File: src/rtl/cpu_pkg.sv
// Shared CPU constants and the fetch FSM encoding.
// The reset fetch address, the NOP word and the state values all live here so every stage agrees on them.
package cpu_pkg;
   localparam logic [31:0] RESET_PC_DEFAULT = 32'h0000_0000;
   localparam logic [31:0] NOP              = 32'h0000_0000;
   localparam int          ENTRY_W          = 64;

   typedef enum logic [1:0] {
      ST_IDLE    = 2'd0,
      ST_REQ     = 2'd1,
      ST_DISCARD = 2'd2
   } fetch_state_t;

   function automatic logic [31:0] align_word(input logic [31:0] addr);
      return {addr[31:2], 2'b00};
   endfunction
endpackage

File: src/rtl/fetch_unit_fifo.sv
// Two-entry instruction queue: entry = {instruction, address+4}; slot0 is always the head.
// Callers never pop when empty and never push when full, so neither case is guarded here.
module fetch_fifo
   import cpu_pkg::*;
(
   input  logic               clk,
   input  logic               rst_n,
   input  logic               push,
   input  logic               pop,
   input  logic               flush,
   input  logic [ENTRY_W-1:0] din,
   output logic [ENTRY_W-1:0] head,
   output logic [1:0]         count
);
   logic [ENTRY_W-1:0] slot0, slot1;

   always_ff @(posedge clk or negedge rst_n) begin
      if (!rst_n) begin
         slot0 <= '0;
         slot1 <= '0;
         count <= 2'd0;
      end else if (flush) begin
         count <= 2'd0;
      end else begin
         unique case ({push, pop})
            2'b10: begin
               if (count == 2'd0) slot0 <= din;
               else               slot1 <= din;
               count <= count + 2'd1;
            end
            2'b01: begin
               slot0 <= slot1;
               count <= count - 2'd1;
            end
            2'b11: begin
               // The new entry always lands behind whatever survives the pop.
               if (count == 2'd1) begin
                  slot0 <= din;
               end else begin
                  slot0 <= slot1;
                  slot1 <= din;
               end
            end
            default: ;
         endcase
      end
   end

   assign head = slot0;
endmodule

File: src/rtl/fetch_unit.sv
// Instruction fetch: one outstanding memory request feeding a two-entry queue, with branch redirect.
// A queue slot is reserved when a request issues, so the push on ack can never overflow.
module fetch_unit
   import cpu_pkg::*;
#(
   parameter logic [31:0] RESET_PC = RESET_PC_DEFAULT,
   parameter int          DEPTH    = 2
) (
   input  logic         clk_i,
   input  logic         rst_i,
   input  logic         start_i,
   input  logic         stall_i,
   input  logic         flush_i,
   input  logic [31:0]  redirect_addr_i,
   output logic         imem_req_o,
   output logic [31:0]  imem_addr_o,
   input  logic         imem_ack_i,
   input  logic [31:0]  imem_data_i,
   output logic [31:0]  inst_o,
   output logic [31:0]  pc_plus4_o,
   output logic         inst_valid_o,
   output fetch_state_t dbg_state
);
   localparam logic [2:0] DEPTH_W = 3'(DEPTH);

   fetch_state_t       state, state_next;
   logic [31:0]        fetch_pc, fetch_pc_next;
   logic [31:0]        req_addr, req_addr_next;
   logic [31:0]        redirect_pc;
   logic               push, pop;
   logic [1:0]         count;
   logic [2:0]         count_after_push;
   logic [ENTRY_W-1:0] head;

   assign redirect_pc      = align_word(redirect_addr_i);
   assign inst_valid_o     = (count != 2'd0);
   assign pop              = inst_valid_o && !stall_i && !flush_i;
   assign count_after_push = {1'b0, count} + 3'd1 - {2'b00, pop};

   always_ff @(posedge clk_i or negedge rst_i) begin
      if (!rst_i) begin
         state    <= ST_IDLE;
         fetch_pc <= RESET_PC;
         req_addr <= RESET_PC;
      end else begin
         state    <= state_next;
         fetch_pc <= fetch_pc_next;
         req_addr <= req_addr_next;
      end
   end

   always_comb begin
      state_next    = state;
      fetch_pc_next = fetch_pc;
      req_addr_next = req_addr;
      push          = 1'b0;
      unique case (state)
         ST_IDLE: begin
            if (flush_i) begin
               fetch_pc_next = redirect_pc;
            end else if (start_i && ({1'b0, count} < DEPTH_W)) begin
               state_next    = ST_REQ;
               req_addr_next = fetch_pc;
            end
         end
         ST_REQ: begin
            if (flush_i) begin
               fetch_pc_next = redirect_pc;
            end else if (imem_ack_i) begin
               push          = 1'b1;
               fetch_pc_next = fetch_pc + 32'd4;
            end
            // Flush together with ack completes the request, so there is nothing left to discard.
            if (imem_ack_i) begin
               if (start_i && (flush_i || (count_after_push < DEPTH_W))) begin
                  state_next    = ST_REQ;
                  req_addr_next = fetch_pc_next;
               end else begin
                  state_next = ST_IDLE;
               end
            end else if (flush_i) begin
               state_next = ST_DISCARD;
            end
         end
         ST_DISCARD: begin
            if (flush_i) fetch_pc_next = redirect_pc;
            if (imem_ack_i) begin
               if (start_i) begin
                  state_next    = ST_REQ;
                  req_addr_next = fetch_pc_next;
               end else begin
                  state_next = ST_IDLE;
               end
            end
         end
         default: state_next = ST_IDLE;
      endcase
   end

   fetch_fifo u_fifo (
      .clk   (clk_i),
      .rst_n (rst_i),
      .push  (push),
      .pop   (pop),
      .flush (flush_i),
      .din   ({imem_data_i, fetch_pc + 32'd4}),
      .head  (head),
      .count (count)
   );

   assign imem_req_o  = (state != ST_IDLE);
   assign imem_addr_o = req_addr;
   assign inst_o      = inst_valid_o ? head[63:32] : NOP;
   assign pc_plus4_o  = inst_valid_o ? head[31:0]  : 32'h0;
   assign dbg_state   = state;
endmodule

File: config.mk
export PLATFORM = sky130hd
export DESIGN_NAME = fetch_unit
export DESIGN_NICKNAME = d
export VERILOG_FILES = /design/src/rtl/cpu_pkg.sv /design/src/rtl/fetch_unit_fifo.sv /design/src/rtl/fetch_unit.sv
export SDC_FILE = /design/constraint.sdc
export NUM_CORES = 1
export LEC_CHECK = 0
export CORE_MARGIN = 2
export CORE_UTILIZATION = 35
export CTS_BUF_LIST = sky130_fd_sc_hd__clkbuf_2
export DETAILED_ROUTE_END_ITERATION = 12
export PLACE_DENSITY = 0.7
export REMOVE_ABC_BUFFERS = 1
export SYNTH_ARGS = -nofsm -noshare
export SYNTH_HDL_FRONTEND = slang
export SYNTH_SLANG_ARGS = --single-unit
export TNS_END_PERCENT = 100
File: constraint.sdc
create_clock -name clk_i -period 2.55 [get_ports clk_i]
set_clock_uncertainty 0.2 [all_clocks]
set_input_delay 0.51 -clock clk_i [delete_from_list [all_inputs] [get_ports clk_i]]
set_output_delay 0.51 -clock clk_i [all_outputs]
set_load 0.05 [all_outputs]
* Word level (Yosys, flattened, before mapping)
Index checks and enable logic that the tools add are counted. W data, S select, Z words.
Operators by class: add/subtract/negate cells 5, $lt $le $gt $ge 2, eq/ne operators 16, multiplexer cells 32, bitwise gates (word level) 1, reductions and logical operators 21
Operator list (count):
- $mux W32 | 11
- $mux W64 | 4
- $pmux W64 S3 | 1
- $pmux W64 S2 | 1
- $pmux W32 S3 | 1
- $pmux W32 S2 | 1
- $add A32 B3 Y32 const B | 1
- $ne A2 B2 Y1 const B | 8
- $mux W2 | 6
- $reduce_bool A3 Y1 | 3
- $reduce_and A4 Y1 | 2
- $reduce_bool A2 Y1 | 4
- $reduce_and A7 Y1 | 1
- $eq A2 B1 Y1 const B | 3
- $eq A2 B2 Y1 const B | 3
- $pmux W2 S3 | 1
- $mux W1 | 5
- $logic_and A1 B1 Y1 | 4
- $logic_not A2 Y1 | 2
- $pmux W2 S2 | 1
- $add A2 B1 Y3 const B | 1
- $lt A3 B2 Y1 const B | 1
- $ne A3 B3 Y1 const B | 1
- $reduce_and A3 Y1 | 1
- 9 further kinds | 10
Storage, ports and cells: register bits 196, bits of input ports 70, output and inout port bits 100

* Longest topological paths before layout
depth in word-level cells 10, gate-level depth with buffers 10

* Cells and area by module
From an unflattened synthesis, not the netlist that was laid out.
Unflattened totals: cells, all modules 1124, area, all modules 11790.1 µm²
By module, submodules not included:
- fetch_fifo | instances 1, cells each 361, area an instance 5904.4 µm²
- fetch_unit | instances 1, cells each 763, area an instance 5885.6 µm²

* Least setup slack after synthesis
No wires, ideal clock.
kind register to register, from register state[0], in the netlist dbg_state[0], to register fetch_pc[28], arrival time 2.628 ns, setup slack -0.345 ns, stages on the path, launching flop included 9, path buffers 1, period minus slack after synthesis 2.895 ns, path through dfrtp_1 inv_1 ha_1 clkbuf_1 nor3b_1 nand2_1 o41a_1 a311oi_1 a221o_1
On the way: word-level cells in the longest chain between the ends 3, elaborated cells between the ends (all ways) 6, classes of those cells 2 x eq/ne; 1 x mux; 3 x reduce/logical
Ends and longest elaborated chain:
- start: declaration | line fetch_unit.sv:26 | fetch_state_t state, state_next;
- start signal: assignment | line fetch_unit.sv:46 | state <= state_next;
- $eq A2 B2 Y1 / $logic_not A2 Y1 (equally long branches) | line fetch_unit.sv:57 | unique case (state)
- $reduce_or A2 Y1 (no source line)
- $pmux W32 S2 / $reduce_bool A2 Y1 (equally long branches)
- end signal: assignment | line fetch_unit.sv:47 | fetch_pc <= fetch_pc_next;
- end: declaration | line fetch_unit.sv:27 | logic [31:0] fetch_pc, fetch_pc_next;
Several ways; a longest one is shown, not always the timed one. A chain may end at the register's enable or synchronous reset.

* Worst setup path after layout
from register u_fifo.count[1], to output pc_plus4_o[4]
On the way: word-level cells in the longest chain between the ends 2
Ends and longest elaborated chain:
- start: declaration | line fetch_unit_fifo.sv:13 | output logic [1:0] count
- start signal: assignment | line fetch_unit_fifo.sv:29 | count <= count + 2'd1;
- start signal: assignment | line fetch_unit_fifo.sv:33 | count <= count - 2'd1;
- $reduce_bool A2 Y1 | line fetch_unit.sv:36 | assign inst_valid_o = (count != 2'd0);
- $mux W32 | line fetch_unit.sv:114 | assign pc_plus4_o = inst_valid_o ? head[31:0] : 32'h0;
- end: declaration | line fetch_unit.sv:20 | output logic [31:0] pc_plus4_o,
Every way passes these cells.

==> flow_metrics.py <==
metrics = {
    "status": {
        "status": "complete, but fails checks",
        "violations": "negative setup slack",
    },
    "timing": {
        "fin_crit_sh": 1.10,
        "worst_slack_ns": -0.260,
        "finalHoldViolCount": 0,
        "maxSlewHeadroom": 0.569,
        "maxSlewViolCount": 0,
        "period_needed_ns": 2.81,
        "rsz0062_at_grt": "true",
        "fmax_ghz": 0.356,
        "hold_ws_ns": 0.106,
        "worst_pin_slew_ns": 0.644,
        "setup_viol": 66,
    },
    "cells_and_area": {
        "final_nets": 1619,
        "drive_gt1_frac": 0.286,
        "area_growth_pct": 37.0,
        "utilization": 0.489,
    },
    "global_route": {
        "grt_max_degree": 60,
        "grt_use_total": 0.228,
        "grt_overflow": 0,
        "antenna_found_initial": 1,
        "grt_pass1_vias": 10500,
        "grt_pass1_wl_um": 59800,
    },
    "setup_path": {
        "crit_buf_inv": 3,
        "path_class": "flip-flop to output pin",
        "critPathTopFamily": "flip-flops",
        "critPathLaunchType": "flip-flop",
        "arrival_ns": 2.10,
        "crit_path_end_kind": "output pin",
        "critical_path_required_ns": 1.84,
        "worst-path-stages": 5,
        "critPathSlowestCell": "dfrtp_1",
        "slowest_delay_ns": 0.47,
        "cp_max_fo": 25,
        "reg2regPathDepth": 8,
        "cp_cell_sequence": "inv_2, ha_4, buf_12, nor2b_1, buf_6",
    },
    "pwr": {
        "finalPower_mw": 20.1,
        "leakagePower_nw": 6.48,
        "powerDensity_nw_per_um2": 1300,
        "ir_drop_mv": 0.599,
    },
    "drt": {
        "route.vias.total": 11000,
        "routedWlPerCell_um": 20.0,
        "routed_wl_um": 39200,
        "drc": 0,
        "drtPass1Iterations": 8,
        "via_per_inst": 5.61,
        "drt_iter0_drc": 829,
        "drt.antenna.violating_nets": 0,
    },
    "die": {
        "die_h_um": 184,
        "die_area_um2": 33800,
        "die_width_um": 184,
        "core_area_um2": 31700,
        "rows": 65,
        "ios": 170,
        "initial_core_util": 0.357,
    },
    "yosys": {
        "ys_ff_latch": 196,
        "synthCells": 1274,
        "synth_edf_count": 0,
        "syn_area_um2": 11300,
        "yosys_warnings": 0,
        "synth.yosys.seq_area_share": 0.433,
        "ys_types": 81,
        "synth_ff_type": "dfrtp_1",
        "syn_avg_cell_area_um2": 8.89,
        "ys_async_sr_fraction": 1.00,
    },
    "run": {
        "maxCapViolCount": 0,
    },
    "clock_tree": {
        "h-tree-depth": 4,
        "clockRootBuffer": "clkbuf_2",
        "clk_path_buf_depth": 2,
        "cts_buffers": 17,
        "insertion_delay_ns": 0.85,
        "cts.sinks": 196,
        "cts_tree": "yes",
        "clkSlewWorstSetupHoldPaths_ns": 0.33,
    },
    "place": {
        "hpwlAfterDp_um": 27100,
        "port_buffers": 167,
        "place_congestion": 0.950,
    },
    "min_path": {
        "hold_path_class": "input pin to flip-flop",
        "min_path_cells": 3,
    },
}
flip-flops by register name (all words and copies together) (netlist names):
name / flops
fetch_pc: 32
u_fifo.slot1: 64
dbg_state: 2
u_fifo.count: 2
u_fifo.head: 64
imem_addr_o: 32
per-stage QoR:
step	setup slack (ns)	setup TNS (ns)	instances	area [µm²]
2_1_floorplan	-5.79	-596.25	1150	10800
3_3_place_gp	-0.481	-65.39	1868	14200
3_5_place_dp	-0.494	-67.00	1868	14200
4_1_cts	-0.341	-19.95	1947	15200
5_1_grt	-0.427	-26.59	1957	15500
6_report	-0.260	-15.56	1957	15500
cell usage in the layout (no fill, tap or decap), drive strengths merged, types with 36 or more instances in the layout:
cell	instances
buf	237
dfrtp	196
nand2	148
nor2	125
a21oi	76
o21ai	72
nor2b	71
clkdlybuf4s50	65
mux2	47
a31oi	43
dlygate4sd3	36
kinds of logic (layout without fill, tap and decap cells):
logic type,count (synthesis),count (layout),synth area share
and+or+nand+nor,482,482,0.215
buffers and inverters,148,428,0.0536
DFF,196,196,0.433
other,0,1,0
xor gates and xnor gates,28,28,0.0217
AOI/OAI and AO/OA,346,346,0.204
muxes,66,66,0.0635
adders and majority gates,8,8,0.00884
where the power goes:
group / internal, mW / switching, mW
combinational: 5.21 / 7.91
sequential: 4.49 / 0.847
clock: 0.405 / 1.26
worst paths after layout:
path,start,end,slack (ns)
worst max-delay path,u_fifo.count[1],pc_plus4_o[4],-0.26
worst min-delay path,redirect_addr_i[17],fetch_pc[17],0.11
min in group asynchronous,rst_i,fetch_pc[9],0.55
worst max register to register,dbg_state[0],imem_addr_o[28],0.04
worst min register to register,u_fifo.head[18],u_fifo.head[18],0.32
max in group asynchronous,rst_i,u_fifo.slot1[6],1.26
tightest hold or removal path: stages:
cell and delay, ns:
clkdlybuf4s50_1 0.46, o22ai_1 0.13, a21oi_1 0.06
Yosys cell counts, types with 6 or more instances:
master	instances	area, µm²
nand3_1	19	95.1
nor3_1	27	135
nor2_1	124	465
mux2_2	47	529
nand2_1	148	556
clkbuf_1	89	334
mux2i_1	19	190
o31a_1	9	78.8
ha_1	8	100
o22ai_1	22	138
a22oi_1	7	52.6
buf_1	8	30.0
buf_2	23	115
nand4_1	14	87.6
a311oi_1	12	105
xor2_1	6	52.6
nor2b_1	71	444
a31oi_1	43	269
a21oi_1	76	380
o21ai_0	68	340
nor4_1	19	119
dfrtp_1	196	4900
a221oi_1	17	149
or3_1	7	43.8
xnor2_1	22	193
inv_1	22	82.6
a221o_1	14	140
timing repair:
item	4_1_cts	5_1_grt
setup buffers	9	8
gates cloned	1	2
resized for setup	163	86
endpoints found under the setup margin	100	177
endpoints found under the hold margin	234	0
hold buffers	37	0
pin swaps	1	6
area by class of cell:
cell class              count  area [µm²]
multi-input cells         930        6080
diodes                      1        2.50
well taps                 402         503
repair buffers            372        3670
inverters                  24        98.8
clock buffers              17        85.1
fillers                  2944       16200
flip-flops and latches    196        4910
clock inverters            15         173
layer usage:
layer	GRT usage	part of all wire	up-vias
met5	0	0	-
met2	0.366	0.46	466
met1	0.314	0.44	5322
li1	-	-	5140
met3	0.0406	0.070	60
met4	0.0656	0.024	0
Note: power is estimated with default switching activity, not from simulation.
